## config.mk

```make
export PLATFORM = sky130hd
export DESIGN_NAME = volume_bar_renderer_flat
export DESIGN_NICKNAME = d
export VERILOG_FILES = /design/src/rtl/volume_bar_renderer_pkg.sv /design/src/rtl/volume_bar_renderer_if.sv /design/src/rtl/volume_bar_renderer_bar_level_tracker.sv /design/src/rtl/volume_bar_renderer.sv /design/src/flat_wrapper.sv
export SDC_FILE = /design/constraint.sdc
export NUM_CORES = 1
export LEC_CHECK = 0
export CELL_PAD_IN_SITES_DETAIL_PLACEMENT = 1
export CELL_PAD_IN_SITES_GLOBAL_PLACEMENT = 2
export CORE_UTILIZATION = 29
export CTS_CLUSTER_SIZE = 28
export DETAILED_ROUTE_END_ITERATION = 6
export PLACE_DENSITY_LB_ADDON = 0.1
export RECOVER_POWER = 100
export SLEW_MARGIN = 20
export SYNTH_ARGS = -nofsm -noshare
export SYNTH_HDL_FRONTEND = slang
export SYNTH_HIERARCHICAL = 1
export SYNTH_SLANG_ARGS = --single-unit
```

## constraint.sdc

```tcl
create_clock -name clock -period 3.6 [get_ports clock]
set_clock_uncertainty 0.15 [all_clocks]
set_input_delay 0.36 -clock clock [delete_from_list [all_inputs] [get_ports clock]]
set_output_delay 0.36 -clock clock [all_outputs]
set_load 0.01 [all_outputs]
```

## src/rtl/volume_bar_renderer_pkg.sv

```systemverilog
// Shared OLED geometry, colour type and pixel-coordinate helpers for the
// volume meter renderer.
package oled_pkg;

  localparam int OLED_W    = 96;
  localparam int OLED_H    = 64;
  localparam int NUM_PIX   = 6144;
  localparam int NUM_SEG   = 15;
  localparam int SEG_PITCH = 4;
  localparam int SEG_H     = 3;
  localparam int LOW_MAX   = 5;
  localparam int MID_MAX   = 10;

  typedef logic [15:0] rgb565_t;

  typedef enum logic [1:0] {
    BAND_LOW  = 2'd0,
    BAND_MID  = 2'd1,
    BAND_HIGH = 2'd2,
    BAND_NONE = 2'd3
  } band_e;

  typedef struct packed {
    logic [6:0] x;
    logic [5:0] y;
  } pix_xy_t;

  // Restoring-division chain against 96<<i; exact for idx < NUM_PIX.
  function automatic pix_xy_t pix_to_xy(input logic [12:0] idx);
    logic [12:0] rem_v;
    pix_xy_t     r;
    rem_v = idx;
    r     = '0;
    for (int i = 5; i >= 0; i--) begin
      if (rem_v >= (13'(OLED_W) << i)) begin
        rem_v  = rem_v - (13'(OLED_W) << i);
        r.y[i] = 1'b1;
      end else begin
        rem_v = rem_v;
      end
    end
    r.x = rem_v[6:0];
    return r;
  endfunction

  // Segment k covers rows 63-4k..65-4k, so u = 66-y gives k = u/4 with a
  // non-zero remainder; remainder 0 is the gap row. Returns 0 for no segment.
  function automatic logic [3:0] seg_of_row(input logic [5:0] y);
    logic [6:0] u;
    u = 7'd66 - {1'b0, y};
    if ((u[1:0] != 2'd0) && (u[6:2] >= 5'd1) && (u[6:2] <= 5'(NUM_SEG))) begin
      return u[5:2];
    end else begin
      return 4'd0;
    end
  endfunction

  function automatic band_e band_of(input logic [3:0] seg);
    if (seg == 4'd0) begin
      return BAND_NONE;
    end else if (seg <= 4'(LOW_MAX)) begin
      return BAND_LOW;
    end else if (seg <= 4'(MID_MAX)) begin
      return BAND_MID;
    end else begin
      return BAND_HIGH;
    end
  endfunction

endpackage

```

## src/rtl/volume_bar_renderer_if.sv

```systemverilog
// Pixel-stream bundle between the OLED driver side and the volume bar renderer.
interface volume_bar_renderer_if;

  logic               frame_begin;
  logic [12:0]        pixel_index;
  logic [3:0]         level;
  logic               frame_en;
  oled_pkg::rgb565_t  bg_col;
  oled_pkg::rgb565_t  frame_col;
  oled_pkg::rgb565_t  low_col;
  oled_pkg::rgb565_t  mid_col;
  oled_pkg::rgb565_t  high_col;
  oled_pkg::rgb565_t  pixel_data;
  logic [3:0]         disp_level;
  logic [3:0]         peak_level;

  modport master (
    output frame_begin, pixel_index, level, frame_en,
    output bg_col, frame_col, low_col, mid_col, high_col,
    input  pixel_data, disp_level, peak_level
  );

  modport slave (
    input  frame_begin, pixel_index, level, frame_en,
    input  bg_col, frame_col, low_col, mid_col, high_col,
    output pixel_data, disp_level, peak_level
  );

endinterface

```

## src/rtl/volume_bar_renderer_bar_level_tracker.sv

```systemverilog
// Smoothed bar level and peak-hold marker, both advanced once per OLED frame.
module bar_level_tracker
  import oled_pkg::*;
#(
  parameter int HOLD_FRAMES  = 30,
  parameter int DECAY_FRAMES = 4
) (
  input  logic       clock,
  input  logic       reset,
  input  logic       frame_begin,
  input  logic [3:0] level,
  output logic [3:0] disp_level,
  output logic [3:0] peak_level
);

  localparam int HOLD_W = $clog2(HOLD_FRAMES + 1);
  localparam int DEC_W  = (DECAY_FRAMES > 1) ? $clog2(DECAY_FRAMES) : 1;

  logic [3:0]        disp_r;
  logic [3:0]        peak_r;
  logic [HOLD_W-1:0] hold_r;
  logic [DEC_W-1:0]  decay_r;
  logic              tick_s;
  logic [3:0]        disp_next_s;

  // Decay tick and next bar level; the peak decision compares against it.
  always_comb begin
    tick_s      = (decay_r == DEC_W'(DECAY_FRAMES - 1));
    disp_next_s = disp_r;
    if (level >= disp_r) begin
      disp_next_s = level;
    end else if (tick_s && (disp_r != 4'd0)) begin
      disp_next_s = disp_r - 4'd1;
    end else begin
      disp_next_s = disp_r;
    end
  end

  // Per-frame state update; all other cycles hold.
  always_ff @(posedge clock or posedge reset) begin
    if (reset) begin
      disp_r  <= 4'd0;
      peak_r  <= 4'd0;
      hold_r  <= '0;
      decay_r <= '0;
    end else if (frame_begin) begin
      disp_r  <= disp_next_s;
      decay_r <= tick_s ? '0 : decay_r + DEC_W'(1);
      if (level >= peak_r) begin
        peak_r <= level;
        hold_r <= '0;
      end else if (hold_r < HOLD_W'(HOLD_FRAMES)) begin
        hold_r <= hold_r + HOLD_W'(1);
      end else if (tick_s && (peak_r > disp_next_s)) begin
        peak_r <= peak_r - 4'd1;
      end
    end
  end

  assign disp_level = disp_r;
  assign peak_level = peak_r;

endmodule

```

## src/rtl/volume_bar_renderer.sv

```systemverilog
// Renders a framed vertical volume meter with peak marker into the 96x64
// OLED pixel stream, one registered RGB565 pixel per clock.
module volume_bar_renderer
  import oled_pkg::*;
#(
  parameter int HOLD_FRAMES  = 30,
  parameter int DECAY_FRAMES = 4,
  parameter int BAR_X0       = 40,
  parameter int BAR_W        = 16
) (
  input  logic                  clock,
  input  logic                  reset,
  volume_bar_renderer_if.slave  bus
);

  logic [3:0] disp_s;
  logic [3:0] peak_s;
  pix_xy_t    xy_s;
  logic [3:0] seg_s;
  logic       in_col_s;
  logic       border_s;
  rgb565_t    band_col_s;
  rgb565_t    pix_next_s;
  rgb565_t    pix_r;

  bar_level_tracker #(
    .HOLD_FRAMES  (HOLD_FRAMES),
    .DECAY_FRAMES (DECAY_FRAMES)
  ) u_tracker (
    .clock       (clock),
    .reset       (reset),
    .frame_begin (bus.frame_begin),
    .level       (bus.level),
    .disp_level  (disp_s),
    .peak_level  (peak_s)
  );

  // Pixel position, segment decode and band colour for the current index.
  always_comb begin
    xy_s     = pix_to_xy(bus.pixel_index);
    seg_s    = seg_of_row(xy_s.y);
    in_col_s = (xy_s.x >= 7'(BAR_X0)) && (xy_s.x <= 7'(BAR_X0 + BAR_W - 1));
    border_s = bus.frame_en &&
               ((xy_s.x == 7'd0) || (xy_s.x == 7'(OLED_W - 1)) ||
                (xy_s.y == 6'd0) || (xy_s.y == 6'(OLED_H - 1)));
    case (band_of(seg_s))
      BAND_LOW:  band_col_s = bus.low_col;
      BAND_MID:  band_col_s = bus.mid_col;
      BAND_HIGH: band_col_s = bus.high_col;
      default:   band_col_s = bus.bg_col;
    endcase
  end

  // Colour priority: off-screen, border, lit segment, peak marker, background.
  always_comb begin
    pix_next_s = bus.bg_col;
    if (bus.pixel_index >= 13'(NUM_PIX)) begin
      pix_next_s = bus.bg_col;
    end else if (border_s) begin
      pix_next_s = bus.frame_col;
    end else if (in_col_s && (seg_s != 4'd0) && (seg_s <= disp_s)) begin
      pix_next_s = band_col_s;
    end else if (in_col_s && (seg_s != 4'd0) && (seg_s == peak_s) && (peak_s > disp_s)) begin
      pix_next_s = bus.frame_col;
    end else begin
      pix_next_s = bus.bg_col;
    end
  end

  // Output pixel register; uses levels as they stood before this edge.
  always_ff @(posedge clock or posedge reset) begin
    if (reset) begin
      pix_r <= 16'h0000;
    end else begin
      pix_r <= pix_next_s;
    end
  end

  assign bus.pixel_data = pix_r;
  assign bus.disp_level = disp_s;
  assign bus.peak_level = peak_s;

endmodule
```

## src/flat_wrapper.sv

```systemverilog
// flat-port wrapper written by rule: the top's interface ports become plain ports
module volume_bar_renderer_flat import oled_pkg::*;
#(
  parameter int HOLD_FRAMES  = 30,
  parameter int DECAY_FRAMES = 4,
  parameter int BAR_X0       = 40,
  parameter int BAR_W        = 16
)
  (clock, reset, bus_frame_begin, bus_pixel_index, bus_level, bus_frame_en, bus_bg_col, bus_frame_col, bus_low_col, bus_mid_col, bus_high_col, bus_pixel_data, bus_disp_level, bus_peak_level);
  volume_bar_renderer_if bus_i ();
  input  logic clock;
  input  logic reset;
  input wire logic [$bits(bus_i.frame_begin)-1:0] bus_frame_begin;
  input wire logic [$bits(bus_i.pixel_index)-1:0] bus_pixel_index;
  input wire logic [$bits(bus_i.level)-1:0] bus_level;
  input wire logic [$bits(bus_i.frame_en)-1:0] bus_frame_en;
  input wire logic [$bits(bus_i.bg_col)-1:0] bus_bg_col;
  input wire logic [$bits(bus_i.frame_col)-1:0] bus_frame_col;
  input wire logic [$bits(bus_i.low_col)-1:0] bus_low_col;
  input wire logic [$bits(bus_i.mid_col)-1:0] bus_mid_col;
  input wire logic [$bits(bus_i.high_col)-1:0] bus_high_col;
  output wire logic [$bits(bus_i.pixel_data)-1:0] bus_pixel_data;
  output wire logic [$bits(bus_i.disp_level)-1:0] bus_disp_level;
  output wire logic [$bits(bus_i.peak_level)-1:0] bus_peak_level;
  assign bus_i.frame_begin = bus_frame_begin;
  assign bus_i.pixel_index = bus_pixel_index;
  assign bus_i.level = bus_level;
  assign bus_i.frame_en = bus_frame_en;
  assign bus_i.bg_col = bus_bg_col;
  assign bus_i.frame_col = bus_frame_col;
  assign bus_i.low_col = bus_low_col;
  assign bus_i.mid_col = bus_mid_col;
  assign bus_i.high_col = bus_high_col;
  assign bus_pixel_data = bus_i.pixel_data;
  assign bus_disp_level = bus_i.disp_level;
  assign bus_peak_level = bus_i.peak_level;
  volume_bar_renderer #(.HOLD_FRAMES(HOLD_FRAMES), .DECAY_FRAMES(DECAY_FRAMES), .BAR_X0(BAR_X0), .BAR_W(BAR_W)) u_core (.clock(clock), .reset(reset), .bus(bus_i));
endmodule
```

==> flow_summary.toml <==
[layout]
post-route-util_pct = 52.2
seqCellArea_um2 = 776
nFillCells = 1797
multi_input_area_um2 = 4080
drive_gt1_share_pct = 36.5
nets = 973
fin_cells = 1054
synthToLayoutAreaGrowth_pct = 73.8
antenna_cells = 0

[grt]
grtUsageTotal_pct = 24.5
overflow = 0
antenna_found_initial = 0
grt_pass1_wl_mm = 32.0
grt_pass1_vias = 6386
grt_max_degree = 27

[status]
status = "complete, but fails checks"
violations = "setup timing"

[logic_synthesis]
synthCells = 567
synth_cell_types = 86
synthFlopType = "dfrtp_1"
synthTopCellsByArea = "dfrtp_1 17%, ha_1 8.1%, nand2_1 5.0%"
async_flop_share_pct = 100
synth_edf_count = 0
synth.top_cell.area_share_pct = 16.8
ys_ff_latch = 31
synth_seq_area_share_pct = 16.8
syn_nets = 698
syn_area_per_cell_um2 = 8.15
netlist_area_um2 = 4620
ys_warn_count = 6
yosysTopAreaCell = "dfrtp_1"

[placement]
place_congestion = 0.878
portBuffers = 124
place_inst = 1021
dp_hpwl_mm = 16.0

[timing]
drv_slew = 0
setup_viol = 20
setup_tns_ns = -51.20
fmax_mhz = 148
rsz0062_at_grt = "true"
hold_viol_final = 0
setup_ws_ns = -3.16
max-slew-margin-rel_pct = 26.4
tightest_slew_ns = 1.10
fin_crit_sh_pct = 188
period_needed_ns = 6.76

[setup_path]
cp-end-kind = "register"
start_kind = "input pin"
cpMaxStageDelayCell = "nor4b_4"
cp_max_fo = 8
crit_top_cell = "ha_4"
cp_data_arrival_time_ns = 6.76
path_class = "in -> reg"
required_ns = 3.59
cpPeakStageDelay_ns = 0.36

[routing]
route.met3.wl_um = 649
met2_length_mm = 10.8
ant_nets = 0
wl_per_cell_um = 19.4
top_layer = "met4"
routed_wl_mm = 20.4
via_per_inst = 5.39
vias = 5681
first_iter_violations = 191
met1_length_mm = 8.49
drc = 0
first_pass_iters = 4

[pwr]
switchingPower_mw = 1.83
ir_worst_vdd_mv = 0.270
seqPwrFrac_pct = 13.8
leakagePower_nw = 3.32
p_per_area_nw_per_um2 = 515
p_int_mw = 2.31
pwr-share-clk_pct = 12.2
pwr-share-comb_pct = 74.0
swShare_pct = 44.2

[clock_tree]
tritoncts = "yes"
cts.sinks = 31
clock_path_buffers = 2
postCtsHoldBufs = 0
path_clk_slew_ns = 0.05
htreeDepth = 2
clk_latency_ns = 0.28
cts-root-buf = "clkbuf_16"
numCtsBuffers = 5

[floorplanning]
fp.coreArea_um2 = 15400
initial_core_util_pct = 30.1
fp.dieW_um = 128
die_area_um2 = 16400
std_cell_rows = 45
die_h_um = 128
design.portCount = 125

[run]
max_cap_viol_count = 0

[min_path]
hold_path_class = "reg -> reg"
==> power groups by stage <==
stage | clock network [mW] | registers [mW] | logic (mW)
CTS | 0.517 | 0.576 | 3.02
global placement | 0 | 0.577 | 2.74
floorplan | 0 | 0.657 | 1.59
detailed placement | 0 | 0.580 | 2.88
finish | 0.503 | 0.571 | 3.06
global route | 0.529 | 0.589 | 3.33
==> cell usage in the layout, fill, tap and decap left out, types with 6 or more instances in the layout <==
cell             count
inv_1               22
dfrtp_1             31
dlygate4sd3_1       26
nand2b_1             9
nor2b_1              7
mux2_1               7
clkdlybuf4s50_1     85
nor3_1              16
buf_6                6
o211ai_1             8
mux2i_1              8
a221oi_2            18
nand4_1              9
nand2_1             62
a221oi_4            13
ha_1                23
nor2_1              55
mux2_4              12
xnor2_1              9
o21ai_0             29
mux2_2               6
buf_4              161
a21oi_1             22
and2_1               6
nand3_1              9
buf_12               6
==> critical path: cells and delay by family <==
family                     cells  cell delay [ns]
AOI/OAI and AO/OA             16             2.41
and+or+nand+nor                9             1.74
xor gates and xnor gates       1             0.16
muxes                          2             0.58
buffers and inverters          5             0.47
adders and majority gates      5             0.98
==> through the flow <==
step	hold WS, ns	power (mW)	setup slack, ns	area, um2
global placement	0.344	3.32	-3.83	7360
CTS	0.365	4.11	-3.21	7870
detailed placement	0.354	3.46	-4.10	7360
finish	0.365	4.14	-3.16	8030
floorplan	0.111	2.24	-3.76	4880
global route	0.390	4.45	-3.49	8030
==> registers in the layout (all words and copies together), names as in the netlist <==
register                     flops
u_core/u_tracker/hold_r          5
u_core/bus.pixel_data           16
u_core/u_tracker/peak_level      4
u_core/u_tracker/decay_r         2
u_core/u_tracker/disp_level      4
==> cells in the mapped netlist (all sizes together) (9+ instances only) <==
library cell   n
nand2b        10
mux2          25
a21oi         26
nor2          58
clkbuf        15
nand4          9
ha            30
nand2         62
xnor2         10
o211ai        10
dfrtp         31
a221oi        34
o21ai         37
nand3         14
buf           17
mux2i          9
nor3          23
inv           27
==> cell type report <==
type,instances,area share (%)
flip-flops and latches,31,9.66
inverters,27,1.26
clock inverters,2,0.436
repair buffers,300,32.8
multi-input cells,477,50.8
well taps,211,3.29
clock buffers,6,1.73
==> layer usage <==
| metal | track usage [%] | vias to the layer above |
|---|---|---|
| li1 | - | 2718 |
| met1 | 28.7 | 2831 |
| met2 | 46.5 | 102 |
| met3 | 2.92 | 30 |
| met4 | 6.16 | 0 |
| met5 | 0 | - |
==> logic make-up after synthesis <==
group,after synthesis,synth area share [%]
simple gates,226,26.2
mux,34,8.86
flops,31,16.8
fa+ha+maj,30,8.13
compound gates,176,31.8
buf+inv,59,6.15
xor+xnor,11,2.09
==> worst paths after layout <==
path / start / depth (start not counted) / slack (ns) / to
min in group asynchronous: reset / 2 / 0.49 / u_core/u_tracker/peak_level[2]
worst min-delay path: u_core/u_tracker/decay_r[1] / 1 / 0.36 / u_core/u_tracker/decay_r[1]
max in group asynchronous: reset / 2 / 2.30 / u_core/bus.pixel_data[10]
worst max register to register: u_core/u_tracker/disp_level[1] / 15 / -0.08 / u_core/u_tracker/peak_level[1]
worst max-delay path: bus_pixel_index[7] / 38 / -3.16 / u_core/bus.pixel_data[15]
worst min register to register: u_core/u_tracker/decay_r[1] / 1 / 0.36 / u_core/u_tracker/decay_r[1]
==> what timing repair did <==
item	in CTS	in global routing
gates cloned	1	0
resized for setup	82	26
endpoints found under the hold margin	0	0
buffers inserted	18	8
setup endpoints to repair	20	20
pin swaps	31	26
Power figures use the tool's default switching activity.
